### src/rtl/serial_paralelo_rx.sv
// serial_paralelo_rx: receives an SD CMD-line response frame (n bits, MSB first)
// after a start bit, with a bounded wait (NCR) for that start bit.
// Optional CRC7 check over bits n-1..8 against bits 7..1 is built when the
// macro SERIAL_PARALELO_RX_CRC7_EN is defined; otherwise crc_error is tied low.
//
// state      | meaning
// -----------+-----------------------------------------------------------
// IDLE       | disarmed; waits for a rising edge of enable
// WAIT_START | armed; watches for serial=0, down-counts the NCR window
// RECEIVE    | start bit seen; samples one bit per clock into its position
// DONE       | frame captured or timed out; outputs hold until enable=0
module serial_paralelo_rx #(
  parameter int n              = 48,
  parameter int timeout_cycles = 64
) (
  input  logic         sd_clock,
  input  logic         reset,
  input  logic         enable,
  input  logic         serial,
  output logic [n-1:0] parallel,
  output logic         complete,
  output logic         timeout,
  output logic         frame_error,
  output logic         crc_error
);

  localparam int cw = $clog2(n);
  localparam int tw = (timeout_cycles > 1) ? $clog2(timeout_cycles) : 1;

  typedef enum logic [1:0] {IDLE, WAIT_START, RECEIVE, DONE} state_t;

  state_t         state, state_nx;
  logic           enable_q;
  logic [tw-1:0]  wait_cnt;
  logic [cw-1:0]  count;
  logic [cw-1:0]  bit_idx;
  logic [n-1:0]   shift;
  logic           capture;
  logic           arm, start_hit, rx_bit, load;

  // Bits land directly in their final position; the start bit sits at n-1.
  assign bit_idx   = cw'(n-1) - count;
  assign arm       = (state == IDLE) && (state_nx == WAIT_START);
  assign start_hit = (state == WAIT_START) && enable && !serial;
  assign rx_bit    = (state == RECEIVE) && enable;
  assign load      = (state == DONE) && enable && capture;

  // Next-state decode; enable low always wins and returns to IDLE.
  always_comb begin
    state_nx = state;
    case (state)
      IDLE:       if (enable && !enable_q) state_nx = WAIT_START;
      WAIT_START: if (!enable)             state_nx = IDLE;
                  else if (!serial)        state_nx = RECEIVE;
                  else if (wait_cnt == '0) state_nx = DONE;
      RECEIVE:    if (!enable)             state_nx = IDLE;
                  else if (count == cw'(n-1)) state_nx = DONE;
      DONE:       if (!enable)             state_nx = IDLE;
      default:    state_nx = IDLE;
    endcase
  end

  // State register, counters, shift register and result flags.
  // enable_q resets high so an enable held through reset must drop and rise again.
  always_ff @(posedge sd_clock or posedge reset) begin
    if (reset) begin
      state       <= IDLE;
      enable_q    <= 1'b1;
      wait_cnt    <= '0;
      count       <= '0;
      shift       <= '0;
      capture     <= 1'b0;
      parallel    <= '0;
      complete    <= 1'b0;
      timeout     <= 1'b0;
      frame_error <= 1'b0;
    end else begin
      state    <= state_nx;
      enable_q <= enable;
      capture  <= 1'b0;
      if (arm) begin
        wait_cnt    <= tw'(timeout_cycles - 1);
        count       <= '0;
        complete    <= 1'b0;
        timeout     <= 1'b0;
        frame_error <= 1'b0;
      end
      if (state == WAIT_START && enable) begin
        if (!serial) begin
          shift <= '0;
          count <= cw'(1);
        end else if (wait_cnt == '0) begin
          timeout  <= 1'b1;
          complete <= 1'b1;
        end else begin
          wait_cnt <= wait_cnt - 1'b1;
        end
      end
      if (rx_bit) begin
        shift[bit_idx] <= serial;
        if (count == cw'(n-1)) capture <= 1'b1;
        else                   count   <= count + 1'b1;
      end
      // Capture happens one clock after the last bit, giving n-cycle latency.
      if (state == DONE) begin
        if (!enable) begin
          complete <= 1'b0;
        end else if (capture) begin
          parallel    <= shift;
          complete    <= 1'b1;
          frame_error <= shift[n-1] | shift[n-2] | ~shift[0];
        end
      end
    end
  end

`ifdef SERIAL_PARALELO_RX_CRC7_EN
  logic [6:0] crc;
  logic       crc_fb;

  assign crc_fb = crc[6] ^ serial;

  // Serial CRC7 (x^7+x^3+1, init 0); the start bit is 0 so it leaves crc at 0.
  always_ff @(posedge sd_clock or posedge reset) begin
    if (reset) begin
      crc       <= '0;
      crc_error <= 1'b0;
    end else begin
      if (arm) crc_error <= 1'b0;
      if (start_hit) begin
        crc <= '0;
      end else if (rx_bit && count <= cw'(n-9)) begin
        crc <= {crc[5:0], 1'b0} ^ (crc_fb ? 7'h09 : 7'h00);
      end
      if (load) crc_error <= (crc != shift[7:1]);
    end
  end
`else
  assign crc_error = 1'b0;
`endif

endmodule

### config.mk
export PLATFORM = sky130hd
export DESIGN_NAME = serial_paralelo_rx
export DESIGN_NICKNAME = d
export VERILOG_FILES = /design/src/rtl/serial_paralelo_rx.sv
export SDC_FILE = /design/constraint.sdc
export NUM_CORES = 1
export LEC_CHECK = 0
export CAP_MARGIN = 30
export CORE_MARGIN = 5
export CORE_UTILIZATION = 50
export CTS_CLUSTER_DIAMETER = 40
export CTS_CLUSTER_SIZE = 16
export DETAILED_ROUTE_END_ITERATION = 10
export MAX_ROUTING_LAYER = met4
export PLACE_DENSITY = 0.72
export SLEW_MARGIN = 20
export SYNTH_ARGS = -nofsm -noshare
export SYNTH_HDL_FRONTEND = slang
export SYNTH_SLANG_ARGS = --single-unit
### constraint.sdc
create_clock -name sd_clock -period 5.3 [get_ports sd_clock]
set_clock_uncertainty 0.2 [all_clocks]
set_input_delay 0.795 -clock sd_clock [delete_from_list [all_inputs] [get_ports sd_clock]]
set_output_delay 0.795 -clock sd_clock [all_outputs]
set_load 0.02 [all_outputs]
# After elaboration in Yosys (flattened, before gate mapping)
# Index checks and enable logic that the tools add are counted.
[word_totals]
reg_bits = 115
output_inout_bits = 52
in_bits = 4
[op_classes]
n_lt_le_gt_ge = 2
reduce_logical = 9
add_sub_neg = 3
mux = 40
n_bitwise = 3
eq_ne = 5
[op_table]
columns = ["cell", "n"]
rows = [
  ["$mux 48", 3],
  ["$mux 6", 9],
  ["$bwmux 48", 1],
  ["$mux 1", 18],
  ["$mux 2", 7],
  ["$pmux 2 s4", 1],
  ["$lt 6x7->1 const B", 1],
  ["$add 6x1->6 const B", 1],
  ["$demux 1 s6", 1],
  ["$eq 6x6->1 const B", 1],
  ["$ge 6x1->1 const B", 1],
  ["$logic_not 6->1", 1],
  ["$sub 6x1->6 const B", 1],
  ["$sub 6x6->6 const A", 1],
  ["$logic_and 1x1->1", 5],
  ["$eq 2x1->1 const B", 2],
  ["$eq 2x2->1 const B", 2],
  ["$reduce_and 3->1", 1],
  ["$logic_not 2->1", 1],
  ["$or 1x1->1", 2],
  ["$logic_not 1->1", 1],
  ["$not 1->1", 1],
]

# Depth between registers and ports, before layout
# Gate-level depths: netlist of the first run.
[depth]
depth_word = 14
ltp_mapped = 8

# Least setup slack after synthesis of the first run
# No wires, ideal clock.
[synth_timing]
kind = "in2reg"
startpoint = "in serial"
endpoint = "reg shift[45]"
setup_ps = 121
slack_ps = 3097
n_path_buf = 4
required_ps = 4979
t_arrival_ps = 1882
cell_stages = 8
path_cell_list = "buf_2 > nand2b_1 > or3_1 > buf_2 > buf_6 > buf_6 > o211ai_1 > nand2_1"
[synth_between]
elab_chain_len = 4
[synth_lines]
columns = ["item", "line_no", "rtl"]
rows = [
  ["start, declared", "19", "input logic serial,"],
  ["$mux 48", "89", "if (!serial) begin"],
  ["$mux 48", "88", "if (state == WAIT_START && enable) begin"],
  ["$bwmux 48", "100", "shift[bit_idx] <= serial;"],
  ["$mux 48 (*)", "99", "if (rx_bit) begin"],
  ["end signal, assigned by index", "100", ""],
  ["end, declared", "37", "logic [n-1:0] shift;"],
]
# Mark *: on every way between the ends. The rest lies on a longest branch, timed or not.
# A chain may end at the register's enable or synchronous reset.

# Worst setup path after layout of the first run
[layout_timing]
startpoint = "in enable"
endpoint = "reg shift[25]"
[layout_between]
elab_chain_len = 4
elab_cells_between_ends = 5
cone_classes = "3 x mux; 2 x reduce/logical"
[layout_lines]
columns = ["item", "line_no", "rtl"]
rows = [
  ["start, declared", "18", "input logic enable,"],
  ["$logic_and 1x1->1", "88", ""],
  ["$mux 48", "88", ""],
  ["$bwmux 48", "100", ""],
  ["$mux 48 (*)", "99", ""],
]
# Marks and branches as above.

==> results of run 1 <==
logic make-up after synthesis:
logic type | count (synthesis) | share of synthesized area
XOR/XNOR | 1 | 0.00167
multiplexers | 51 | 0.109
AO/OA/AOI/OAI | 75 | 0.115
buffers and inverters | 46 | 0.0426
flip-flops | 115 | 0.550
AND/OR/NAND/NOR | 177 | 0.176
adder cells (fa/ha/maj) | 2 | 0.00478
other | 1 | 0.000717
registers in the layout (all words and copies together), names as in the netlist:
register / count
parallel: 48
frame_error: 1
complete: 1
count: 6
state: 2
wait_cnt: 6
timeout: 1
enable_q: 1
capture: 1
shift: 48
final timing paths:
check,startpoint,endpoint,slack (ns),cells past startpoint
worst max register to register,state[1]$_DFF_PP0_,shift[25]$_DFF_PP0_,3.07,5
worst min-delay path,timeout$_DFF_PP0_,timeout$_DFF_PP0_,0.29,2
worst max-delay path,enable,shift[25]$_DFF_PP0_,2.64,6
min in group asynchronous,reset,parallel[39]$_DFFE_PP0P_,0.39,2
worst min register to register,timeout$_DFF_PP0_,timeout$_DFF_PP0_,0.29,2
max in group asynchronous,reset,shift[9]$_DFF_PP0_,3.73,3
power breakdown:
group          switching [mW]  total (mW)  internal [mW]
logic                  0.0661       0.112         0.0458
registers              0.0459       0.948          0.902
clock network           0.401        1.14          0.738
metrics by stage:
stage               area (µm²)  std cells  worst slack [ns]   util  power, mW
CTS                       6390        656              2.45  0.621       2.21
finish                    6440        660              2.64  0.626       2.20
global route              6440        660              2.55  0.626       2.27
global placement          5770        622              1.97  0.562       1.06
floorplan                 5230        468              1.26      -       1.04
detailed placement        5790        624              1.91  0.563       1.07
per-layer routing:
metal	routed length, µm	global-route usage	vias to the layer above
met4	228	0.0841	0
met5	0	-	-
met2	5740	0.302	155
met3	770	0.0410	25
met1	5100	0.259	1882
li1	-	-	1775
cells in the final DEF (no fill, tap or decap), types with 4 or more instances in the layout:
cell	Yosys	final
clkdlybuf4s50_1	0	54
nand2_1	63	63
clkinvlp_4	0	4
or3_1	5	5
buf_4	3	5
clkinv_2	0	4
inv_1	5	4
clkbuf_16	0	16
dfrtp_1	114	114
nor3_1	10	10
nand2b_1	5	5
o211ai_1	41	41
o211ai_2	8	8
a21oi_1	7	7
nand3_1	53	53
nor2_1	11	11
nor3b_1	4	4
o21ai_0	5	5
nor2b_1	4	4
mux2_2	45	45
synthesized netlist by cell type, types with 2 or more instances:
cell type / instances
mux2_1: 3
nor2_1: 11
buf_6: 2
o211ai_1: 41
nor3b_1: 4
nor3_1: 10
mux2_2: 45
buf_4: 3
nand3b_1: 2
buf_1: 4
o21ai_0: 5
clkbuf_1: 12
inv_1: 5
o211ai_2: 8
or3b_1: 2
or3_1: 5
nand2_1: 63
and2_0: 3
buf_2: 19
nor2b_1: 4
and2b_1: 2
dfrtp_1: 114
mux2i_1: 3
nand2b_1: 5
a21oi_1: 7
ha_1: 2
nand3_1: 53
nand4_1: 3
worst register-to-register path, cell delays in order, from the launching register on:
cell and delay (ns):
dfrtp_1 0.68, nand4b_2 0.24, nor3b_1 0.56, buf_2 0.29, nand3_1 0.10, nand2_1 0.09
cell type report:
cell class / count / area (µm²) / share of cell area
inverters: 6 / 25.0 / 0.00389
clock inverters: 13 / 158 / 0.0245
repair buffers: 64 / 636 / 0.0987
clock buffers: 19 / 442 / 0.0686
flip-flops and latches: 115 / 2880 / 0.447
well taps: 136 / 170 / 0.0264
multi-input cells: 307 / 2130 / 0.331
==> impl_metrics.yaml, run 1 <==
setup_path:
  worstPathCellList: "clkdlybuf4s50_1 > nand4b_2 > nor3b_1 > buf_2 > nand3_1 > nand2_1"
  critical_path.slowest_cell: "clkdlybuf4s50_1"
  path_class: "input port to flop"
  critPathBufInv: 2
  cp_top_family: "buffers and inverters"
  critPathArrivalTime_ns: 2.90
  worstPathMaxFanout: 11
  endpoint_kind: "flop"
  cp.required_ns: 5.54
  crit_path_start_kind: "input port"
  cpPeakStageDelay_ns: 0.80
clock_network:
  clk_latency_ns: 0.51
  clk_path_buf_depth: 2
  cts_tree: "done"
  htreeDepth: 4
  clock-sinks: 115
  cts_buffers: 17
  post_cts_buffers: 0
  ctsResizeCount: 0
  root_buffer: "clkbuf_8"
  cts_hold_buf: 0
  path_clk_slew_ns: 0.05
global_route:
  grt_overflow_total: 0
  grt_pass1_wl_um: 19400
  grt_max_degree: 78
  antenna_found_initial: 0
  grt_pass1_vias: 3797
  track_usage: 0.198
die:
  core_area_um2: 10300
  ios: 56
  rows: 37
  die_x_um: 112
  dieArea_um2: 12600
  start_util: 0.509
  die_y_um: 112
route:
  final_antenna_net_count: 0
  finalWirelength_um: 11800
  viasPerCell: 5.81
  drtIter0Drc: 303
  firstDrtPassIters: 5
  post_drt_wl_per_cell_um: 17.9
  drc_errors: 0
  vias: 3837
timing:
  maxSlewHeadroom: 0.368
  fin_setup_tns_ns: 0
  drv_slew: 0
  finalCritPeriodShare: 0.502
  hold_ws_ns: 0.292
  fmax_mhz: 376
  finalSetupViolations: 0
  tightest_slew_ns: 0.941
  rsz0062_at_grt: "no"
  hold_viol_final: 0
  period_minus_slack_ns: 2.66
synth:
  synthTopCellsByArea: "dfrtp_1 (55%), mux2_2 (9.7%), o211ai_1 (5.9%), nand3_1 (5.1%), nand2_1 (4.5%)"
  ys_seq_area_frac: 0.550
  synth-edff-count: 0
  synth_ff_type: "dfrtp_1"
  yosysWarningCount: 0
  synthDistinctLibCells: 56
  synthesis.nets: 474
  synth_top_area_cell: "dfrtp_1"
  synthCells: 468
  avgSynthCellArea_um2: 11.2
  synthArstFlopShare: 1.00
  synth_top_area_frac: 0.545
  synth-seq-cells: 115
  syn_area_um2: 5230
final_layout:
  syn2layout_area_growth_pct: 23.1
  finalNetCount: 517
  nFillCells: 829
  drive_gt1_frac: 0.204
  diodes: 0
pwr:
  powerDensity_nw_per_um2: 342
  vdd_ir_drop_max_uv: 185
  leakage_nw: 3.07
worst_hold_path:
  min_path_type: "flop to flop"
placement:
  place_hpwl_um: 7450
  portBuffers: 54
  place_congestion: 0.865
run:
  max_cap_viol_count: 0
outcome:
  status: "finished, final reports clean"
No activity file was read; power rests on OpenSTA's default activity.
==> run 2, diff against run 1 <==
clock period = 2.5 ns   (was 5.3 ns; I/O delays follow)
==> impl_metrics.yaml, run 2 (synthesis gave the netlist of run 1 again) <==
die:
  rows: 37
  ios: 56
  die_x_um: 112
  start_util: 0.509
  dieArea_um2: 12600
  core_area_um2: 10300
  die_y_um: 112
timing:
  rsz0062_at_grt: "no"
  hold_viol_final: 0
  fmax_mhz: 452
  tightest_slew_ns: 0.591
  hold_ws_ns: 0.194
  drv_slew: 0
  finalCritPeriodShare: 0.885
  fin_setup_tns_ns: 0
  worst_slack_ns: 0.286
  period_minus_slack_ns: 2.21
  maxSlewHeadroom: 0.606
  finalSetupViolations: 0
final_layout:
  reg_top3: "parallel (48), shift (48)"
  multi_input_comb_area_um2: 2130
  nFillCells: 811
  finalNetCount: 531
  final-seq-area_um2: 2880
  layout_commonest_cell: "dfrtp_1"
  drive_gt1_frac: 0.221
  final_cell_mix: "dfrtp_1 (114), nand2_1 (63), clkdlybuf4s50_1 (54)"
  diodes: 0
  syn2layout_area_growth_pct: 24.8
  finish.utilization: 0.635
route:
  finalWirelength_um: 11900
  vias: 3849
  final_antenna_net_count: 0
  drtIter0Drc: 353
  firstDrtPassIters: 4
  post_drt_wl_per_cell_um: 17.7
  drc_errors: 0
  viasPerCell: 5.71
global_route:
  antenna_found_initial: 0
  grt_max_degree: 116
  grt_overflow_total: 0
  grt_pass1_wl_um: 20100
  track_usage: 0.204
  grt_pass1_vias: 4001
placement:
  portBuffers: 54
  place_hpwl_um: 7860
  post-place-ws_ns: 0.113
  place_congestion: 0.900
pwr:
  vdd_ir_drop_max_uv: 397
  total_power_mw: 4.56
  powerDensity_nw_per_um2: 699
  leakage_nw: 3.12
run:
  max_cap_viol_count: 0
clock_network:
  htreeDepth: 4
  cts_tree: "done"
  root_buffer: "clkbuf_8"
  post_cts_buffers: 0
  path_clk_slew_ns: 0.05
  clk_path_buf_depth: 2
  clk_latency_ns: 0.50
  cts_hold_buf: 0
  ctsResizeCount: 0
  clock-sinks: 115
  cts_buffers: 17
setup_path:
  cp.required_ns: 2.69
  endpoint_kind: "flop"
  worstPathMaxFanout: 14
  path_class: "flop to flop"
  crit_path_start_kind: "flop"
  critPathArrivalTime_ns: 2.40
outcome:
  status: "finished, final reports clean"
worst_hold_path:
  min_path_type: "input port to async pin"
-- run 2: critical path, stage by stage (launching register included) --
cell and delay (ns):
dfrtp_1 0.65, nand4b_2 0.28, or3b_1 0.66, o211ai_2 0.24, nand2_1 0.07
-- run 2: where the power goes --
part           internal, mW  switching (mW)  leakage [nW]
Combinational         0.102           0.145          1.27
Sequential             1.91          0.0908          1.57
Clock                  1.51           0.796         0.280
-- run 2: final timing paths --
| kind | start | end | slack [ns] | cells after the start |
|---|---|---|---|---|
| worst min-delay path | reset | parallel[42]$_DFFE_PP0P_ | 0.19 | 3 |
| worst max register to register | state[1]$_DFF_PP0_ | shift[2]$_DFF_PP0_ | 0.29 | 4 |
| worst max-delay path | state[1]$_DFF_PP0_ | shift[2]$_DFF_PP0_ | 0.29 | 4 |
| max in group asynchronous | reset | shift[9]$_DFF_PP0_ | 1.47 | 3 |
| worst min register to register | parallel[38]$_DFFE_PP0P_ | parallel[38]$_DFFE_PP0P_ | 0.29 | 1 |
| min in group sd_clock | parallel[38]$_DFFE_PP0P_ | parallel[38]$_DFFE_PP0P_ | 0.29 | 1 |
-- run 2: per-layer routing --
layer	GRT usage	wire (µm)
met1	0.259	5080
met2	0.329	5800
met3	0.0431	814
met4	0.0689	229
met5	-	0
-- run 2: area by class of cell --
class	count	share of cell area
well taps	136	0.0261
multi-input cells	307	0.326
clock buffers	23	0.0730
inverters	6	0.00402
repair buffers	78	0.114
flip-flops and latches	115	0.441
clock inverters	9	0.0157
-- run 2: per-stage QoR --
step	instance area (µm²)	std cells
2_1_floorplan	5240	468
3_3_place_gp	5950	642
3_5_place_dp	5950	642
4_1_cts	6530	674
5_1_grt	6530	674
6_report	6530	674
==> run 3, diff against run 2 <==
CORE_UTILIZATION = 42   (was 50)
PLACE_DENSITY = unset   (was 0.72)
==> impl_metrics.yaml, run 3 (synthesis gave the netlist of run 1 again) <==
timing:
  period_minus_slack_ns: 2.10
  finalCritPeriodShare: 0.840
  fin_setup_tns_ns: 0
  hold_viol_final: 0
  rsz0062_at_grt: "no"
  fmax_mhz: 476
  worst_slack_ns: 0.399
  maxSlewHeadroom: 0.653
  tightest_slew_ns: 0.519
  hold_ws_ns: 0.118
  drv_slew: 0
  finalSetupViolations: 0
final_layout:
  drive_gt1_frac: 0.231
  finalNetCount: 543
  final_cell_mix: "dfrtp_1 (114), nand2_1 (63), clkdlybuf4s50_1 (54)"
  syn2layout_area_growth_pct: 28.3
  layout_commonest_cell: "dfrtp_1"
  multi_input_comb_area_um2: 2130
  diodes: 0
  nFillCells: 1080
  reg_top3: "parallel (48), shift (48)"
  final-seq-area_um2: 2880
setup_path:
  crit_path_start_kind: "flop"
  r2r_end: "count[2]$_DFF_PP0_"
  cp.required_ns: 2.63
  worstPathMaxFanout: 18
  endpoint_kind: "flop"
  r2r_start: "count[0]$_DFF_PP0_"
  r2r_slack_ns: 0.40
  crit_path_end: "count[2]$_DFF_PP0_"
  r2r_cells: 4
  crit_start: "count[0]$_DFF_PP0_"
  path_class: "flop to flop"
  critPathArrivalTime_ns: 2.23
clock_network:
  cts_hold_buf: 0
  clock-sinks: 115
  clk_path_buf_depth: 2
  post_cts_buffers: 0
  cts_tree: "done"
  cts_buffers: 17
  htreeDepth: 4
  path_clk_slew_ns: 0.05
  root_buffer: "clkbuf_16"
  clk_latency_ns: 0.41
  ctsResizeCount: 0
die:
  die_x_um: 122
  ios: 56
  rows: 40
  dieArea_um2: 14800
  die_y_um: 122
  core_area_um2: 12100
  start_util: 0.432
run:
  max_cap_viol_count: 0
route:
  drtIter0Drc: 275
  firstDrtPassIters: 4
  vias: 3827
  drc_errors: 0
  viasPerCell: 5.34
  finalWirelength_um: 12400
  post_drt_wl_per_cell_um: 17.3
  final_antenna_net_count: 0
placement:
  place_hpwl_um: 8600
  portBuffers: 54
  place_congestion: 0.810
  post-place-ws_ns: 0.167
outcome:
  status: "finished, final reports clean"
worst_hold_path:
  min_path_type: "input port to async pin"
pwr:
  powerDensity_nw_per_um2: 711
  vdd_ir_drop_max_uv: 417
  leakage_nw: 3.21
global_route:
  grt_overflow_total: 0
  track_usage: 0.188
  grt.met2_usage: 0.266
  use_met1: 0.257
  gr-usage-met3: 0.0483
  grt_max_degree: 43
  antenna_found_initial: 0
  top_usage_layer: "met2"
  grt_pass1_vias: 3809
  grt_pass1_wl_um: 20800
-- run 3: worst min-delay path by stage --
stage | startpoint | to | depth (start not counted)
after floorplan | enable | enable_q$_DFF_PP1_ | 0
final | reset | shift[45]$_DFF_PP0_ | 2
after detailed placement | timeout$_DFF_PP0_ | timeout$_DFF_PP0_ | 2
after global placement | timeout$_DFF_PP0_ | timeout$_DFF_PP0_ | 2
after CTS | reset | shift[45]$_DFF_PP0_ | 2
after global routing | reset | shift[45]$_DFF_PP0_ | 2
-- run 3: through the flow --
step | total power, mW | instances | area [µm²] | util
6_report | 4.77 | 717 | 6710 | 0.554
5_1_grt | 4.97 | 717 | 6710 | 0.554
4_1_cts | 4.82 | 717 | 6710 | 0.554
3_5_place_dp | 2.30 | 686 | 6090 | 0.503
3_3_place_gp | 2.29 | 686 | 6090 | 0.503
2_1_floorplan | 2.21 | 468 | 5240 | -
-- run 3: critical path, stage by stage (launching register included) --
cell and delay, ns:
dfrtp_1 0.66, ha_1 0.35, a41oi_2 0.27, a31oi_1 0.33
a2bb2oi_1 0.21
-- run 3: layout make-up --
cell class | count | area share
tap | 168 | 0.0313
clock buffer | 28 | 0.0785
clock inverter | 3 | 0.0134
inverter | 6 | 0.00392
sequential | 115 | 0.429
multi-input combinational | 307 | 0.317
timing repair buffer | 90 | 0.126
-- run 3: report_power, final --
part / switching (mW) / internal [mW] / total (mW)
Sequential: 0.0928 / 1.91 / 2.01
Clock: 0.780 / 1.72 / 2.50
Combinational: 0.148 / 0.112 / 0.260
-- run 3: per-layer routing --
metal  wire, µm  up-vias  share of wire
met5          0        -              0
met1       5790     1878           0.47
met2       5680       98           0.46
li1           -     1830              -
met3        652       21          0.053
met4        286        0          0.023
